File: src/rtl/leaf_sched_pkg.sv
// Shared types and constants for the leaf crossbar scheduler.
package leaf_sched_pkg;

    localparam int         NUM_REQ  = 5;
    localparam logic [2:0] NO_GRANT = 3'd7;

    typedef enum logic [1:0] {
        IDLE    = 2'd0,
        GRANT   = 2'd1,
        RELEASE = 2'd2
    } state_t;

    typedef enum logic [1:0] {
        DIR_IDLE = 2'b00,
        DIR_DOWN = 2'b01,
        DIR_UP   = 2'b10,
        DIR_LOOP = 2'b11
    } dir_t;

endpackage

File: src/rtl/leaf_xbar_scheduler_if.sv
// Request/target-ready inputs and grant/direction outputs of the leaf crossbar scheduler.
interface leaf_xbar_scheduler_if;

    logic [4:0] req_valid;
    logic [5:0] gpu_dest_addr;
    logic       gpu_ready;
    logic [3:0] spine_ready;
    logic [4:0] grant;
    logic [2:0] current_grant;
    logic [1:0] direction;
    logic [1:0] up_port;
    logic       xfer;

    modport master (
        output req_valid, gpu_dest_addr, gpu_ready, spine_ready,
        input  grant, current_grant, direction, up_port, xfer
    );

    modport slave (
        input  req_valid, gpu_dest_addr, gpu_ready, spine_ready,
        output grant, current_grant, direction, up_port, xfer
    );

endinterface

File: src/rtl/rr_pick5.sv
// Rotating-priority picker: first set request at or after ptr, searching upward modulo 5.
module rr_pick5
    import leaf_sched_pkg::*;
(
    input  logic [4:0] req,
    input  logic [2:0] ptr,
    output logic [4:0] winner,
    output logic [2:0] idx
);

    logic       found;
    logic [3:0] sum;
    logic [2:0] slot;

    always_comb begin
        winner = '0;
        idx    = NO_GRANT;
        found  = 1'b0;
        sum    = '0;
        slot   = '0;
        for (int i = 0; i < NUM_REQ; i++) begin
            sum = {1'b0, ptr} + 4'(i);
            if (sum >= 4'(NUM_REQ)) sum = sum - 4'(NUM_REQ);
            slot = sum[2:0];
            if (!found && req[slot]) begin
                found        = 1'b1;
                winner[slot] = 1'b1;
                idx          = slot;
            end
        end
    end

endmodule

File: src/rtl/leaf_xbar_scheduler.sv
// Round-robin, burst-bounded scheduler for the shared leaf crossbar.
// Optional stall watchdog enabled by defining LEAF_SCHED_WDOG_EN.
module leaf_xbar_scheduler
    import leaf_sched_pkg::*;
#(
    parameter logic [3:0] GROUP_ID       = 4'b1000,
    parameter int         BURST_MAX      = 4,
    parameter int         TIMEOUT_CYCLES = 16
) (
    input  logic                  clk,
    input  logic                  reset,
    input  logic                  arb_enable,
    leaf_xbar_scheduler_if.slave  bus,
    output logic                  busy,
    output logic                  timeout_err
);

    if (BURST_MAX < 1 || BURST_MAX > 15) begin : g_bad_burst
        $error("BURST_MAX must be 1..15");
    end
    if (TIMEOUT_CYCLES < 2 || TIMEOUT_CYCLES > 255) begin : g_bad_timeout
        $error("TIMEOUT_CYCLES must be 2..255");
    end

    state_t     state_q, state_d;
    logic [2:0] ptr_q, ptr_d;
    logic [3:0] beat_q, beat_d;
    logic [4:0] grant_q, grant_d;
    logic [2:0] cur_q, cur_d;
    dir_t       dir_q, dir_d;
    logic [1:0] up_q, up_d;
    logic       tout_q, tout_d;

    logic [4:0] pick_onehot;
    logic [2:0] pick_idx;
    logic       target_ready, req_held, xfer, last_beat, stall_hit;

    rr_pick5 u_pick (
        .req    (bus.req_valid),
        .ptr    (ptr_q),
        .winner (pick_onehot),
        .idx    (pick_idx)
    );

    // Target selection comes from the direction latched at grant time, not live address.
    always_comb begin
        target_ready = 1'b0;
        case (dir_q)
            DIR_UP:             target_ready = bus.spine_ready[up_q];
            DIR_DOWN, DIR_LOOP: target_ready = bus.gpu_ready;
            default:            target_ready = 1'b0;
        endcase
    end

    assign req_held  = |(grant_q & bus.req_valid);
    assign xfer      = (state_q == GRANT) && req_held && target_ready;
    assign last_beat = xfer && ((beat_q + 4'd1) == 4'(BURST_MAX));

`ifdef LEAF_SCHED_WDOG_EN
    logic [7:0] stall_q, stall_d;

    always_comb begin
        stall_d   = '0;
        stall_hit = 1'b0;
        if (state_q == GRANT) begin
            stall_d = stall_q;
            if (xfer) begin
                stall_d = '0;
            end else if (req_held && !target_ready) begin
                stall_d   = stall_q + 8'd1;
                stall_hit = (stall_d == 8'(TIMEOUT_CYCLES));
            end
        end
    end

    always_ff @(posedge clk) begin
        if (reset) stall_q <= '0;
        else       stall_q <= stall_d;
    end
`else
    assign stall_hit = 1'b0;
`endif

    always_comb begin
        // NOTE: every output of this block gets a default first so no path infers a latch.
        state_d = state_q;
        ptr_d   = ptr_q;
        beat_d  = beat_q;
        grant_d = grant_q;
        cur_d   = cur_q;
        dir_d   = dir_q;
        up_d    = up_q;
        tout_d  = 1'b0;
        case (state_q)
            IDLE, RELEASE: begin
                state_d = IDLE;
                grant_d = '0;
                cur_d   = NO_GRANT;
                dir_d   = DIR_IDLE;
                if (arb_enable && (bus.req_valid != '0)) begin
                    state_d = GRANT;
                    grant_d = pick_onehot;
                    cur_d   = pick_idx;
                    beat_d  = '0;
                    if (pick_idx != 3'd0) begin
                        dir_d = DIR_DOWN;
                    end else if (bus.gpu_dest_addr[5:2] == GROUP_ID) begin
                        dir_d = DIR_LOOP;
                    end else begin
                        dir_d = DIR_UP;
                        up_d  = bus.gpu_dest_addr[1:0];
                    end
                end
            end
            GRANT: begin
                if (xfer) beat_d = beat_q + 4'd1;
                if (!req_held || last_beat || stall_hit) begin
                    state_d = RELEASE;
                    grant_d = '0;
                    cur_d   = NO_GRANT;
                    dir_d   = DIR_IDLE;
                    ptr_d   = (cur_q == 3'd4) ? 3'd0 : cur_q + 3'd1;
                    tout_d  = stall_hit;
                end
            end
            default: state_d = IDLE;
        endcase
    end

    always_ff @(posedge clk) begin
        // NOTE: non-blocking so every flop samples the pre-edge values computed above.
        if (reset) begin
            state_q <= IDLE;
            ptr_q   <= '0;
            beat_q  <= '0;
            grant_q <= '0;
            cur_q   <= NO_GRANT;
            dir_q   <= DIR_IDLE;
            up_q    <= '0;
            tout_q  <= 1'b0;
        end else begin
            state_q <= state_d;
            ptr_q   <= ptr_d;
            beat_q  <= beat_d;
            grant_q <= grant_d;
            cur_q   <= cur_d;
            dir_q   <= dir_d;
            up_q    <= up_d;
            tout_q  <= tout_d;
        end
    end

    assign bus.grant         = grant_q;
    assign bus.current_grant = cur_q;
    assign bus.direction     = dir_q;
    assign bus.up_port       = up_q;
    assign bus.xfer          = xfer;
    assign busy              = (state_q == GRANT);
    assign timeout_err       = tout_q;

endmodule

File: src/flat_wrapper.sv
// flat-port wrapper written by rule: the top's interface ports become plain ports
module leaf_xbar_scheduler_flat import leaf_sched_pkg::*;
#(
    parameter logic [3:0] GROUP_ID       = 4'b1000,
    parameter int         BURST_MAX      = 4,
    parameter int         TIMEOUT_CYCLES = 16
)
  (clk, reset, arb_enable, busy, timeout_err, bus_req_valid, bus_gpu_dest_addr, bus_gpu_ready, bus_spine_ready, bus_grant, bus_current_grant, bus_direction, bus_up_port, bus_xfer);
  leaf_xbar_scheduler_if bus_i ();
  input  logic clk;
  input  logic reset;
  input  logic arb_enable;
  output logic busy;
  output logic timeout_err;
  input wire logic [$bits(bus_i.req_valid)-1:0] bus_req_valid;
  input wire logic [$bits(bus_i.gpu_dest_addr)-1:0] bus_gpu_dest_addr;
  input wire logic [$bits(bus_i.gpu_ready)-1:0] bus_gpu_ready;
  input wire logic [$bits(bus_i.spine_ready)-1:0] bus_spine_ready;
  output wire logic [$bits(bus_i.grant)-1:0] bus_grant;
  output wire logic [$bits(bus_i.current_grant)-1:0] bus_current_grant;
  output wire logic [$bits(bus_i.direction)-1:0] bus_direction;
  output wire logic [$bits(bus_i.up_port)-1:0] bus_up_port;
  output wire logic [$bits(bus_i.xfer)-1:0] bus_xfer;
  assign bus_i.req_valid = bus_req_valid;
  assign bus_i.gpu_dest_addr = bus_gpu_dest_addr;
  assign bus_i.gpu_ready = bus_gpu_ready;
  assign bus_i.spine_ready = bus_spine_ready;
  assign bus_grant = bus_i.grant;
  assign bus_current_grant = bus_i.current_grant;
  assign bus_direction = bus_i.direction;
  assign bus_up_port = bus_i.up_port;
  assign bus_xfer = bus_i.xfer;
  leaf_xbar_scheduler #(.GROUP_ID(GROUP_ID), .BURST_MAX(BURST_MAX), .TIMEOUT_CYCLES(TIMEOUT_CYCLES)) u_core (.clk(clk), .reset(reset), .arb_enable(arb_enable), .bus(bus_i), .busy(busy), .timeout_err(timeout_err));
endmodule
File: config.mk
export PLATFORM = sky130hd
export DESIGN_NAME = leaf_xbar_scheduler_flat
export DESIGN_NICKNAME = d
export VERILOG_FILES = /design/src/rtl/leaf_sched_pkg.sv /design/src/rtl/leaf_xbar_scheduler_if.sv /design/src/rtl/rr_pick5.sv /design/src/rtl/leaf_xbar_scheduler.sv /design/src/flat_wrapper.sv
export SDC_FILE = /design/constraint.sdc
export NUM_CORES = 1
export LEC_CHECK = 0
export BUFFER_PORTS_ARGS = -buffer_cell sky130_fd_sc_hd__buf_4
export CAP_MARGIN = 0
export CORE_ASPECT_RATIO = 0.9
export CORE_MARGIN = 1.5
export CORE_UTILIZATION = 59
export DETAILED_ROUTE_END_ITERATION = 10
export HOLD_SLACK_MARGIN = 0.08
export PLACE_DENSITY = 0.89
export SLEW_MARGIN = 20
export SYNTH_ARGS = -nofsm -noshare
export SYNTH_HDL_FRONTEND = slang
export SYNTH_SLANG_ARGS = --single-unit
File: constraint.sdc
create_clock -name clk -period 4.9 [get_ports clk]
set_input_delay 0.245 -clock clk [delete_from_list [all_inputs] [get_ports clk]]
set_output_delay 0.245 -clock clk [all_outputs]
set_load 0.02 [all_outputs]
==> flow_summary.html, run 1 <==
<table>
<tr><th>Metric</th><th>Value</th></tr>
<tr><th colspan="2">GRT</th></tr>
<tr><td>Leftover overflow at the end of global routing</td><td>0</td></tr>
<tr><td>Number of global-route vias before repair</td><td>2478</td></tr>
<tr><td>Antenna violations before repair</td><td>0</td></tr>
<tr><td>Maximum number of pins on one net before global-route repair</td><td>32</td></tr>
<tr><td>Wire length of the first global-routing pass</td><td>11500 um</td></tr>
<tr><td>GR Util All Layers</td><td>30.7%</td></tr>
<tr><th colspan="2">Synthesis</th></tr>
<tr><td>Async set or reset register ratio after synthesis</td><td>0%</td></tr>
<tr><td>Most used flip-flop cell after synthesis</td><td>dfxtp_1</td></tr>
<tr><td>Synth Cell Area</td><td>2450 um2</td></tr>
<tr><td>Synth Area per Inst</td><td>7.60 um2</td></tr>
<tr><td>Number of warning messages in the yosys log</td><td>0</td></tr>
<tr><td>Post-synthesis sequential area ratio</td><td>17.2%</td></tr>
<tr><td>Netlist cell types</td><td>71</td></tr>
<tr><td>Synth Net Count</td><td>353</td></tr>
<tr><td>Post-Syn Instances</td><td>322</td></tr>
<tr><td>Number of enable flip-flop cells after synthesis</td><td>0</td></tr>
<tr><td>Flip-flop and latch count after synthesis</td><td>21</td></tr>
<tr><th colspan="2">STA</th></tr>
<tr><td>Final setup viols</td><td>0</td></tr>
<tr><td>Slack of the critical path</td><td>0.973 ns</td></tr>
<tr><td>Minimum period implied by the final worst setup slack</td><td>3.93 ns</td></tr>
<tr><td>Final Hold Viols</td><td>0</td></tr>
<tr><td>Final max-slew violation count</td><td>0</td></tr>
<tr><td>Setup TNS</td><td>0 ns</td></tr>
<tr><td>Worst Clk Skew</td><td>0.00483 ns</td></tr>
<tr><td>Actual slew at the worst max-slew pin</td><td>0.779 ns</td></tr>
<tr><td>Max frequency</td><td>255 MHz</td></tr>
<tr><td>Headroom to the max-slew limit</td><td>47.3%</td></tr>
<tr><td>Unrepaired setup endpoints after global routing</td><td>no</td></tr>
<tr><td>Post-route clock period utilization</td><td>80.1%</td></tr>
<tr><th colspan="2">Drt</th></tr>
<tr><td># DRC</td><td>0</td></tr>
<tr><td>Routed via count divided by cell count</td><td>6.89</td></tr>
<tr><td>Total via count after detailed routing</td><td>2673</td></tr>
<tr><td>Final ANT Viol Nets</td><td>0</td></tr>
<tr><td>Post-detailed-route wirelength per cell</td><td>18.2 um</td></tr>
<tr><td>Detailed Route Iter0 Violations</td><td>380</td></tr>
<tr><td>Number of optimization iterations in the first detailed-route pass</td><td>5</td></tr>
<tr><td>Wire length after detailed routing</td><td>7070 um</td></tr>
<tr><th colspan="2">Place</th></tr>
<tr><td>Post-DP HPWL</td><td>5320 um</td></tr>
<tr><td>Port bufs</td><td>32</td></tr>
<tr><td>Worst setup slack before clock tree synthesis</td><td>1.04 ns</td></tr>
<tr><td>Final Wtd Congestion</td><td>1.02</td></tr>
<tr><th colspan="2">Clock network</th></tr>
<tr><td>Clock-pin slew reported for the worst setup and hold paths after clock tree synthesis</td><td>0.08 ns</td></tr>
<tr><td>Max H-tree Level</td><td>1</td></tr>
<tr><td>Number of instances resized during post-cts repair</td><td>0</td></tr>
<tr><td>Number of clock sinks</td><td>21</td></tr>
<tr><td>Buffer type at the clock tree root</td><td>clkbuf_8</td></tr>
<tr><td>Number of buffers added by the clock tree synthesis step</td><td>3</td></tr>
<tr><td>TritonCTS clock tree</td><td>built</td></tr>
<tr><td>Number of hold-repair buffers added at the cts stage</td><td>0</td></tr>
<tr><td>Bufs on Longest Clock Path</td><td>2</td></tr>
<tr><td>Post-CTS setup-driven buffer insertion count</td><td>0</td></tr>
<tr><td>Clock insertion delay at the later pin of the skew report</td><td>0.27 ns</td></tr>
<tr><th colspan="2">Min path</th></tr>
<tr><td>Class of the tightest hold or removal check</td><td>in -&gt; reg</td></tr>
<tr><th colspan="2">Die</th></tr>
<tr><td>Starting density of the core</td><td>60.9%</td></tr>
<tr><td>Die boundary height</td><td>64.1 um</td></tr>
<tr><td>DIE WIDTH</td><td>70.9 um</td></tr>
<tr><td>Area of the core region</td><td>4020 um2</td></tr>
<tr><td>Die footprint</td><td>4540 um2</td></tr>
<tr><td>Row count</td><td>22</td></tr>
<tr><td>Total I/O pin count</td><td>34</td></tr>
<tr><th colspan="2">Worst setup path</th></tr>
<tr><td>Worst setup SP type</td><td>flip-flop</td></tr>
<tr><td>Top fanout value on the critical path</td><td>15</td></tr>
<tr><td>Required time worst endpoint</td><td>5.09 ns</td></tr>
<tr><td>Kind of end point of the critical path</td><td>flip-flop</td></tr>
<tr><td>Worst Path Arrival</td><td>4.12 ns</td></tr>
<tr><td>Classification of the worst setup path</td><td>reg -&gt; reg</td></tr>
<tr><th colspan="2">Run status</th></tr>
<tr><td>Status</td><td>completed</td></tr>
<tr><th colspan="2">Finish</th></tr>
<tr><td>Fill cell total of the finished layout</td><td>349</td></tr>
<tr><td>Fraction of final layout cells with drive strength greater than 1</td><td>17.1%</td></tr>
<tr><td>N_diodes</td><td>0</td></tr>
<tr><td>End-of-flow core utilization</td><td>67.3%</td></tr>
<tr><td>Final-stage net count</td><td>372</td></tr>
<tr><td>Leading cell types in the layout, fill and taps excluded</td><td>buf_4 (35), nand2_1 (30), dfxtp_1 (21)</td></tr>
<tr><td>Area added between synthesis and finish</td><td>10.6%</td></tr>
<tr><td>Most frequent standard cell in the layout excluding fill and tap cells</td><td>buf_4</td></tr>
<tr><th colspan="2">Job</th></tr>
<tr><td>Max capacitance violation total</td><td>0</td></tr>
<tr><th colspan="2">Power</th></tr>
<tr><td>Largest vdd supply drop</td><td>0.000224 V</td></tr>
<tr><td>Pwr/cell area</td><td>249 nW/um2</td></tr>
<tr><td>Static leakage power</td><td>1.13 nW</td></tr>
</table>
[through the flow]
step	cell area [um2]	cells	hold WS (ns)	power (W)
after floorplan	2450	322	0.400	0.000459
after global placement	2660	384	0.461	0.000536
after detailed placement	2660	384	0.478	0.000547
after CTS	2710	388	0.259	0.000665
after global routing	2710	388	0.267	0.000706
final	2710	388	0.258	0.000675
[report_power, final]
group / total, W / internal (W) / switching [W]
registers: 0.000195 / 0.000183 / 0.0000124
logic: 0.000361 / 0.000142 / 0.000220
clock network: 0.000119 / 0.0000568 / 0.0000618
total: 0.000675 / 0.000381 / 0.000294
[final timing paths]
kind                         from                    end  slack [ns]  cells after the start
max               u_core.ptr_q[1]  u_core.bus.up_port[0]        0.97                     12
min          bus_gpu_dest_addr[0]  u_core.bus.up_port[0]        0.26                      3
max reg2reg       u_core.ptr_q[1]  u_core.bus.up_port[0]        0.97                     12
min reg2reg      u_core.beat_q[1]       u_core.beat_q[1]        0.49                      2
[cell families after synthesis]
| logic type | share of synthesized area (%) |
|---|---|
| and+or+nand+nor | 28.5 |
| AOI/OAI and AO/OA | 31.9 |
| buffers and inverters | 7.11 |
| DFF | 17.2 |
| muxes | 5.88 |
| adders and majority gates | 6.44 |
| xor gates and xnor gates | 2.86 |
| other | 0.153 |
[registers in the layout, summed over array words and instances (netlist names)]
signal and count:
u_core.beat_q 4, u_core.bus.current_grant 3, u_core.bus.direction 2, u_core.bus.grant 5, u_core.bus.up_port 2, u_core.ptr_q 3
u_core.state_q 2
[cell usage after synthesis, types with 2 or more instances]
cell / number / area (um2)
a211o_1: 5 / 43.8
a211oi_1: 8 / 60.1
a21o_1: 4 / 30.0
a21oi_1: 18 / 90.1
a2bb2oi_1: 3 / 26.3
a31o_2: 2 / 17.5
a31oi_1: 4 / 25.0
a32oi_1: 7 / 61.3
and2_1: 4 / 25.0
and3_1: 5 / 31.3
buf_2: 4 / 20.0
buf_6: 3 / 33.8
clkbuf_1: 13 / 48.8
dfxtp_1: 21 / 420
ha_1: 11 / 138
inv_1: 16 / 60.1
mux2i_1: 11 / 110
nand2_1: 30 / 113
nand2b_1: 15 / 93.8
nand3_1: 8 / 40.0
nand3b_1: 2 / 15.0
nand4_1: 3 / 18.8
nor2_1: 20 / 75.1
nor2b_1: 8 / 50.1
nor3_1: 12 / 60.1
nor3b_1: 2 / 15.0
nor4_1: 3 / 18.8
nor4_4: 2 / 42.5
nor4b_1: 3 / 26.3
o211ai_1: 7 / 52.6
o21a_1: 3 / 22.5
o21ai_0: 11 / 55.1
o21ai_1: 2 / 10.0
o22ai_1: 3 / 18.8
o2bb2ai_1: 2 / 17.5
o31ai_1: 4 / 30.0
o41ai_1: 2 / 17.5
or3_1: 2 / 12.5
xnor2_1: 5 / 43.8
xor2_1: 3 / 26.3
[metal layers]
metal  share of wire (%)  up-vias  wire length [um]  global-route usage [%]
met5                   0        -                 0                       0
met4                 2.7        0               194                    11.3
met3                 8.4       31               590                    5.36
met2                  48      166              3360                    52.3
met1                  41     1229              2920                    38.6
li1                    -     1247                 -                       -
[area by class of cell]
class                      count  area [um2]  area share, %
inverter                      17        63.8           2.36
timing repair buffer          35         263           9.71
clock buffer                   3        41.3           1.53
clock inverter                 1        5.00          0.185
multi-input combinational    263        1850           68.5
sequential                    21         420           15.5
tap                           48        60.1           2.22
[worst max-delay path, cell delays in order (launching register included)]
cell,delay (ns)
dfxtp_1,0.31
buf_4,0.21
inv_1,0.17
ha_1,0.61
mux2_2,0.39
o211a_1,0.12
o21ai_0,0.30
nand2_1,0.23
or4_4,0.56
o221ai_1,0.20
a32oi_1,0.16
nor4_4,0.39
mux2i_1,0.22
Note: power is estimated with default switching activity, not from simulation.
==> run 2: changes to the inputs <==
==> constraint.sdc (replaced) <==
create_clock -name clk -period 4 [get_ports clk]
set_input_delay 0.2 -clock clk [delete_from_list [all_inputs] [get_ports clk]]
set_output_delay 0.2 -clock clk [all_outputs]
set_load 0.02 [all_outputs]
==> flow_summary.html, run 2 (same netlist as run 1, synthesis figures left out) <==
<table>
<tr><th>Metric</th><th>Value</th></tr>
<tr><th colspan="2">Run status</th></tr>
<tr><td>Status</td><td>completed</td></tr>
<tr><th colspan="2">STA</th></tr>
<tr><td>Tightest hold margin</td><td>0.196 ns</td></tr>
<tr><td>Worst Clk Skew</td><td>0.00194 ns</td></tr>
<tr><td>Setup TNS</td><td>0 ns</td></tr>
<tr><td>Final setup viols</td><td>0</td></tr>
<tr><td>Unrepaired setup endpoints after global routing</td><td>no</td></tr>
<tr><td>Headroom to the max-slew limit</td><td>46.9%</td></tr>
<tr><td>Post-route clock period utilization</td><td>94.4%</td></tr>
<tr><td>Final max-slew violation count</td><td>0</td></tr>
<tr><td>Max frequency</td><td>265 MHz</td></tr>
<tr><td>Final Hold Viols</td><td>0</td></tr>
<tr><td>Minimum period implied by the final worst setup slack</td><td>3.77 ns</td></tr>
<tr><td>Actual slew at the worst max-slew pin</td><td>0.785 ns</td></tr>
<tr><th colspan="2">Worst setup path</th></tr>
<tr><td>CP max stage delay</td><td>0.56 ns</td></tr>
<tr><td>Worst Path Arrival</td><td>3.98 ns</td></tr>
<tr><td>Top fanout value on the critical path</td><td>12</td></tr>
<tr><td>Family of cells with the greatest summed delay on the critical path</td><td>simple AND/OR/NAND/NOR gates</td></tr>
<tr><td>Launching element of the worst setup path</td><td>u_core.ptr_q[0]</td></tr>
<tr><td>Launching point of the worst reg2reg path</td><td>u_core.ptr_q[0]</td></tr>
<tr><td>Number of cells on the worst reg-to-reg path</td><td>12</td></tr>
<tr><td>Buffer and inverter count on the worst path</td><td>2</td></tr>
<tr><td>Kind of end point of the critical path</td><td>flip-flop</td></tr>
<tr><td>Required time worst endpoint</td><td>4.20 ns</td></tr>
<tr><td>Reg-to-reg endpoint</td><td>u_core.bus.up_port[0]</td></tr>
<tr><td>R2R Setup Slk</td><td>0.23 ns</td></tr>
<tr><td>Classification of the worst setup path</td><td>reg -&gt; reg</td></tr>
<tr><td>Crit path cell chain</td><td>inv_2, ha_1, inv_1, fa_1, o211a_1, o21ai_0, nand2_1, or4_4, o221ai_1, a32oi_1, nor4_4, mux2i_1</td></tr>
<tr><td>Master of the slowest instance on the critical path</td><td>or4_4</td></tr>
<tr><td>Worst setup SP type</td><td>flip-flop</td></tr>
<tr><td>Levels on crit path</td><td>12</td></tr>
<tr><th colspan="2">Clock network</th></tr>
<tr><td>Buffer type at the clock tree root</td><td>clkbuf_8</td></tr>
<tr><td>Number of buffers added by the clock tree synthesis step</td><td>3</td></tr>
<tr><td>TritonCTS clock tree</td><td>built</td></tr>
<tr><td>Number of clock sinks</td><td>21</td></tr>
<tr><td>Clock insertion delay at the later pin of the skew report</td><td>0.27 ns</td></tr>
<tr><td>Max H-tree Level</td><td>1</td></tr>
<tr><td>Clock-pin slew reported for the worst setup and hold paths after clock tree synthesis</td><td>0.08 ns</td></tr>
<tr><td>Bufs on Longest Clock Path</td><td>2</td></tr>
<tr><th colspan="2">Finish</th></tr>
<tr><td>Leading cell types in the layout, fill and taps excluded</td><td>buf_4 (41), nand2_1 (30), nor2_1 (20), dfxtp_1 (20), a21oi_1 (18)</td></tr>
<tr><td>Most frequent standard cell in the layout excluding fill and tap cells</td><td>buf_4</td></tr>
<tr><td>N_diodes</td><td>0</td></tr>
<tr><td>Area of the multi-input gates</td><td>1860 um2</td></tr>
<tr><td>Post-layout instance count excluding filler cells</td><td>394</td></tr>
<tr><td>Area added between synthesis and finish</td><td>12.9%</td></tr>
<tr><td>Number of flip-flops under the largest register name</td><td>5</td></tr>
<tr><td>Fill cell total of the finished layout</td><td>336</td></tr>
<tr><td>Footprint of the flip-flops and latches</td><td>422 um2</td></tr>
<tr><td>Final-stage net count</td><td>378</td></tr>
<tr><td>Fraction of final layout cells with drive strength greater than 1</td><td>18.8%</td></tr>
<tr><th colspan="2">GRT</th></tr>
<tr><td>Wire length of the first global-routing pass</td><td>11400 um</td></tr>
<tr><td>Maximum number of pins on one net before global-route repair</td><td>25</td></tr>
<tr><td>Number of global-route vias before repair</td><td>2451</td></tr>
<tr><td>GR Util All Layers</td><td>30.5%</td></tr>
<tr><td>Antenna violations before repair</td><td>0</td></tr>
<tr><td>Leftover overflow at the end of global routing</td><td>0</td></tr>
<tr><th colspan="2">Die</th></tr>
<tr><td>DIE WIDTH</td><td>70.9 um</td></tr>
<tr><td>Area of the core region</td><td>4020 um2</td></tr>
<tr><td>Starting density of the core</td><td>60.9%</td></tr>
<tr><td>Row count</td><td>22</td></tr>
<tr><td>Die footprint</td><td>4540 um2</td></tr>
<tr><td>Total I/O pin count</td><td>34</td></tr>
<tr><td>Die boundary height</td><td>64.1 um</td></tr>
<tr><th colspan="2">Power</th></tr>
<tr><td>Static leakage power</td><td>1.16 nW</td></tr>
<tr><td>Pwr/cell area</td><td>303 nW/um2</td></tr>
<tr><td>Final Power</td><td>0.000838 W</td></tr>
<tr><td>Largest vdd supply drop</td><td>0.000226 V</td></tr>
<tr><th colspan="2">Min path</th></tr>
<tr><td>Hold path depth</td><td>3</td></tr>
<tr><td>Class of the tightest hold or removal check</td><td>in -&gt; reg</td></tr>
<tr><td>Endpoint of the worst hold-timing path</td><td>u_core.bus.up_port[0]</td></tr>
<tr><td>Start point of the worst hold path</td><td>bus_gpu_dest_addr[0]</td></tr>
<tr><th colspan="2">Job</th></tr>
<tr><td>Max capacitance violation total</td><td>0</td></tr>
<tr><th colspan="2">Drt</th></tr>
<tr><td>Post-detailed-route wirelength per cell</td><td>17.9 um</td></tr>
<tr><td>Routed via count divided by cell count</td><td>6.80</td></tr>
<tr><td>Total via count after detailed routing</td><td>2679</td></tr>
<tr><td>Wire length after detailed routing</td><td>7050 um</td></tr>
<tr><td>Final ANT Viol Nets</td><td>0</td></tr>
<tr><td>Detailed Route Iter0 Violations</td><td>427</td></tr>
<tr><td>Number of optimization iterations in the first detailed-route pass</td><td>6</td></tr>
<tr><td># DRC</td><td>0</td></tr>
<tr><th colspan="2">Place</th></tr>
<tr><td>Final Wtd Congestion</td><td>1.01</td></tr>
<tr><td>Port bufs</td><td>32</td></tr>
<tr><td>Post-DP HPWL</td><td>5270 um</td></tr>
<tr><td>Placed Cells</td><td>388</td></tr>
</table>
-- run 2: cell count changes in the layout (fill, tap and decap cells not counted) --
cell	delta
buf_4	+6
a221oi_2	-1
a221oi_4	+1
dfxtp_1	-1
dfxtp_2	+1
-- run 2: worst reg2reg max path, stage by stage (launching register included) --
cell      delay (ns)
dfxtp_1         0.33
inv_2           0.20
ha_1            0.22
inv_1           0.06
fa_1            0.51
o211a_1         0.28
o21ai_0         0.32
nand2_1         0.27
or4_4           0.56
o221ai_1        0.22
a32oi_1         0.17
nor4_4          0.38
mux2i_1         0.21
-- run 2: layout make-up --
| type | instances | share of cell area, % |
|---|---|---|
| clock inverters | 1 | 0.181 |
| repair buffers | 41 | 11.1 |
| flip-flops and latches | 21 | 15.3 |
| inverters | 17 | 2.31 |
| well taps | 48 | 2.17 |
| clock buffers | 3 | 1.49 |
| multi-input cells | 263 | 67.5 |
-- run 2: worst max-delay path by stage --
stage	to	slack [ns]
finish	u_core.bus.up_port[0]	0.23
global route	u_core.bus.up_port[0]	0.04
CTS	u_core.bus.up_port[1]	0.20
detailed placement	u_core.bus.up_port[1]	0.22
global placement	u_core.bus.up_port[1]	0.33
floorplan	u_core.bus.up_port[0]	0.49
-- run 2: per-layer routing --
metal  wire length (um)  vias up  GRT usage, %  part of all wire [%]
met5                  0        -             0                     0
met4                232        0          8.25                   3.3
met3                593       31          4.73                   8.4
met2               3190      182          52.0                    45
met1               3030     1210          40.0                    43
li1                   -     1256             -                     -
-- run 2: timing repair --
action,CTS,global route
hold buffers,0,0
hold endpoints to repair,0,0
buffers inserted,0,2
gates resized for setup,0,2
setup endpoints to repair,0,2
-- run 2: stage by stage --
stage          util, %  instance area [um2]  setup WS (ns)
6_report          68.8                 2760          0.226
5_1_grt           68.8                 2760         0.0422
4_1_cts           68.1                 2740          0.200
3_5_place_dp      66.9                 2690          0.224
3_3_place_gp      66.9                 2690          0.333
2_1_floorplan        -                 2450          0.493
-- run 2: report_power, final --
| part | total (W) | switching, W | internal, W |
|---|---|---|---|
| Combinational | 0.000450 | 0.000267 | 0.000183 |
| Sequential | 0.000242 | 0.0000179 | 0.000224 |
| Clock | 0.000146 | 0.0000767 | 0.0000696 |
| Total | 0.000838 | 0.000361 | 0.000476 |
==> run 3: changes to the inputs <==
--- a/config.mk
+++ b/config.mk
@@ -12,7 +12,7 @@
 export CORE_UTILIZATION = 59
 export DETAILED_ROUTE_END_ITERATION = 10
 export HOLD_SLACK_MARGIN = 0.08
-export PLACE_DENSITY = 0.89
+export PLACE_DENSITY = 0.83
 export SLEW_MARGIN = 20
 export SYNTH_ARGS = -nofsm -noshare
 export SYNTH_HDL_FRONTEND = slang
==> constraint.sdc (replaced) <==
create_clock -name clk -period 4.3 [get_ports clk]
set_input_delay 0.215 -clock clk [delete_from_list [all_inputs] [get_ports clk]]
set_output_delay 0.215 -clock clk [all_outputs]
set_load 0.02 [all_outputs]
==> flow_summary.html, run 3 (same netlist as run 1, synthesis figures left out) <==
<table>
<tr><th>Metric</th><th>Value</th></tr>
<tr><th colspan="2">Clock network</th></tr>
<tr><td>Number of hold-repair buffers added at the cts stage</td><td>0</td></tr>
<tr><td>Number of buffers added by the clock tree synthesis step</td><td>3</td></tr>
<tr><td>Bufs on Longest Clock Path</td><td>2</td></tr>
<tr><td>Post-CTS setup-driven buffer insertion count</td><td>0</td></tr>
<tr><td>Number of instances resized during post-cts repair</td><td>0</td></tr>
<tr><td>Number of clock sinks</td><td>21</td></tr>
<tr><td>Clock-pin slew reported for the worst setup and hold paths after clock tree synthesis</td><td>0.09 ns</td></tr>
<tr><td>Clock insertion delay at the later pin of the skew report</td><td>0.28 ns</td></tr>
<tr><td>Max H-tree Level</td><td>1</td></tr>
<tr><td>TritonCTS clock tree</td><td>built</td></tr>
<tr><td>Buffer type at the clock tree root</td><td>clkbuf_8</td></tr>
<tr><th colspan="2">Drt</th></tr>
<tr><td>Met2 wire length</td><td>2990 um</td></tr>
<tr><td>Detailed Route Iter0 Violations</td><td>296</td></tr>
<tr><td>Post-detailed-route wirelength per cell</td><td>17.5 um</td></tr>
<tr><td>Max layer used</td><td>met4</td></tr>
<tr><td># DRC</td><td>0</td></tr>
<tr><td>Wire length after detailed routing</td><td>6810 um</td></tr>
<tr><td>Total via count after detailed routing</td><td>2619</td></tr>
<tr><td>Number of optimization iterations in the first detailed-route pass</td><td>5</td></tr>
<tr><td>Final ANT Viol Nets</td><td>0</td></tr>
<tr><td>Routed via count divided by cell count</td><td>6.75</td></tr>
<tr><td>WL met1</td><td>3030 um</td></tr>
<tr><td>Routed met3 length</td><td>621 um</td></tr>
<tr><th colspan="2">Power</th></tr>
<tr><td>Power share of the clock group</td><td>18.4%</td></tr>
<tr><td>Static leakage power</td><td>1.13 nW</td></tr>
<tr><td>Final Power</td><td>0.000768 W</td></tr>
<tr><td>Switching power as a share of total power</td><td>43.5%</td></tr>
<tr><td>Proportion of power drawn by combinational gates</td><td>52.5%</td></tr>
<tr><td>Pint</td><td>0.000434 W</td></tr>
<tr><td>Pwr/cell area</td><td>284 nW/um2</td></tr>
<tr><td>Sequential share of power</td><td>29.1%</td></tr>
<tr><td>Net load switching power</td><td>0.000334 W</td></tr>
<tr><td>Largest vdd supply drop</td><td>0.000142 V</td></tr>
<tr><th colspan="2">Die</th></tr>
<tr><td>DIE WIDTH</td><td>70.9 um</td></tr>
<tr><td>Die boundary height</td><td>64.1 um</td></tr>
<tr><td>Starting density of the core</td><td>60.9%</td></tr>
<tr><td>Total I/O pin count</td><td>34</td></tr>
<tr><td>Die footprint</td><td>4540 um2</td></tr>
<tr><td>Row count</td><td>22</td></tr>
<tr><td>Area of the core region</td><td>4020 um2</td></tr>
<tr><th colspan="2">Finish</th></tr>
<tr><td>Most frequent standard cell in the layout excluding fill and tap cells</td><td>buf_4</td></tr>
<tr><td>Fraction of final layout cells with drive strength greater than 1</td><td>17.1%</td></tr>
<tr><td>N_diodes</td><td>0</td></tr>
<tr><td>Leading cell types in the layout, fill and taps excluded</td><td>buf_4 (35), nand2_1 (30), dfxtp_1 (21)</td></tr>
<tr><td>Area added between synthesis and finish</td><td>10.6%</td></tr>
<tr><td>Post-layout instance count excluding filler cells</td><td>388</td></tr>
<tr><td>Finished Cell Area</td><td>2710 um2</td></tr>
<tr><td>Final-stage net count</td><td>372</td></tr>
<tr><td>Number of flip-flops under the largest register name</td><td>5</td></tr>
<tr><th colspan="2">Worst setup path</th></tr>
<tr><td>Classification of the worst setup path</td><td>reg -&gt; reg</td></tr>
<tr><td>Required time worst endpoint</td><td>4.51 ns</td></tr>
<tr><td>Top fanout value on the critical path</td><td>17</td></tr>
<tr><td>Worst setup SP type</td><td>flip-flop</td></tr>
<tr><td>R2R Setup Slk</td><td>0.51 ns</td></tr>
<tr><td>Worst Path Arrival</td><td>4.00 ns</td></tr>
<tr><td>Kind of end point of the critical path</td><td>flip-flop</td></tr>
<tr><th colspan="2">STA</th></tr>
<tr><td>Max frequency</td><td>264 MHz</td></tr>
<tr><td>Setup TNS</td><td>0 ns</td></tr>
<tr><td>Minimum period implied by the final worst setup slack</td><td>3.79 ns</td></tr>
<tr><td>Final max-slew violation count</td><td>0</td></tr>
<tr><td>Unrepaired setup endpoints after global routing</td><td>no</td></tr>
<tr><td>Actual slew at the worst max-slew pin</td><td>0.758 ns</td></tr>
<tr><td>Headroom to the max-slew limit</td><td>49.1%</td></tr>
<tr><td>Tightest hold margin</td><td>0.202 ns</td></tr>
<tr><td>Worst Clk Skew</td><td>0.00618 ns</td></tr>
<tr><td>Final setup viols</td><td>0</td></tr>
<tr><td>Post-route clock period utilization</td><td>88.1%</td></tr>
<tr><td>Final Hold Viols</td><td>0</td></tr>
<tr><th colspan="2">Job</th></tr>
<tr><td>Max capacitance violation total</td><td>0</td></tr>
<tr><th colspan="2">GRT</th></tr>
<tr><td>Leftover overflow at the end of global routing</td><td>0</td></tr>
<tr><td>GR Util All Layers</td><td>30.3%</td></tr>
<tr><td>Maximum number of pins on one net before global-route repair</td><td>34</td></tr>
<tr><td>Wire length of the first global-routing pass</td><td>11100 um</td></tr>
<tr><td>Number of global-route vias before repair</td><td>2263</td></tr>
<tr><td>Antenna violations before repair</td><td>0</td></tr>
<tr><th colspan="2">Place</th></tr>
<tr><td>Instance area at placement</td><td>2660 um2</td></tr>
<tr><td>Final Wtd Congestion</td><td>1.04</td></tr>
<tr><td>Port bufs</td><td>32</td></tr>
<tr><td>Placed Cells</td><td>384</td></tr>
<tr><td>Post-DP HPWL</td><td>5020 um</td></tr>
<tr><th colspan="2">Run status</th></tr>
<tr><td>Status</td><td>completed</td></tr>
<tr><th colspan="2">Min path</th></tr>
<tr><td>Class of the tightest hold or removal check</td><td>in -&gt; reg</td></tr>
</table>
## run 3: cell types whose count changed in the layout (fill, tap and decap cells not counted)
cell and delta:
a221oi_4 -1, a221oi_2 +1, dfxtp_1 +1, buf_4 -6, dfxtp_2 -1
## run 3: area by class of cell
class / instances / area [um2]
multi-input cells: 263 / 1850
flip-flops and latches: 21 / 420
repair buffers: 35 / 263
inverters: 17 / 63.8
well taps: 48 / 60.1
clock inverters: 1 / 5.00
fillers: 355 / 1310
clock buffers: 3 / 41.3
## run 3: worst paths after layout
| check | start | endpoint | cells past startpoint |
|---|---|---|---|
| min | bus_gpu_dest_addr[1] | u_core.bus.up_port[1] | 3 |
| max | u_core.ptr_q[2] | u_core.bus.up_port[0] | 11 |
| min reg2reg | u_core.bus.grant[0] | u_core.bus.grant[0] | 2 |
| max reg2reg | u_core.ptr_q[2] | u_core.bus.up_port[0] | 11 |
## run 3: worst max-delay path: stages, from the launching register on
cell and delay (ns):
dfxtp_1 0.42, buf_4 0.25, ha_1 0.29, a221oi_2 0.39
mux2i_1 0.33, o211ai_1 0.20, a31o_4 0.33, or4_4 0.55
o221ai_1 0.19, a32oi_1 0.16, nor4_4 0.39, mux2i_1 0.22
## run 3: power groups by stage
stage / registers [W] / logic (W) / clock network (W)
4_1_cts: 0.000223 / 0.000393 / 0.000140
6_report: 0.000224 / 0.000403 / 0.000141
5_1_grt: 0.000226 / 0.000436 / 0.000146
3_3_place_gp: 0.000227 / 0.000387 / 0
2_1_floorplan: 0.000238 / 0.000285 / 0
3_5_place_dp: 0.000227 / 0.000391 / 0
## run 3: stage by stage
stage | setup slack, ns | utilization [%]
floorplan | 0.793 | -
global placement | 0.685 | 66.2
detailed placement | 0.587 | 66.2
CTS | 0.550 | 67.3
global route | 0.247 | 67.3
finish | 0.510 | 67.3
## run 3: layer usage
metal / up-vias / global-route usage (%)
met3: 16 / 4.73
li1: 1247 / -
met1: 1215 / 43.3
met2: 141 / 45.6
met4: 0 / 11.6
met5: - / 0
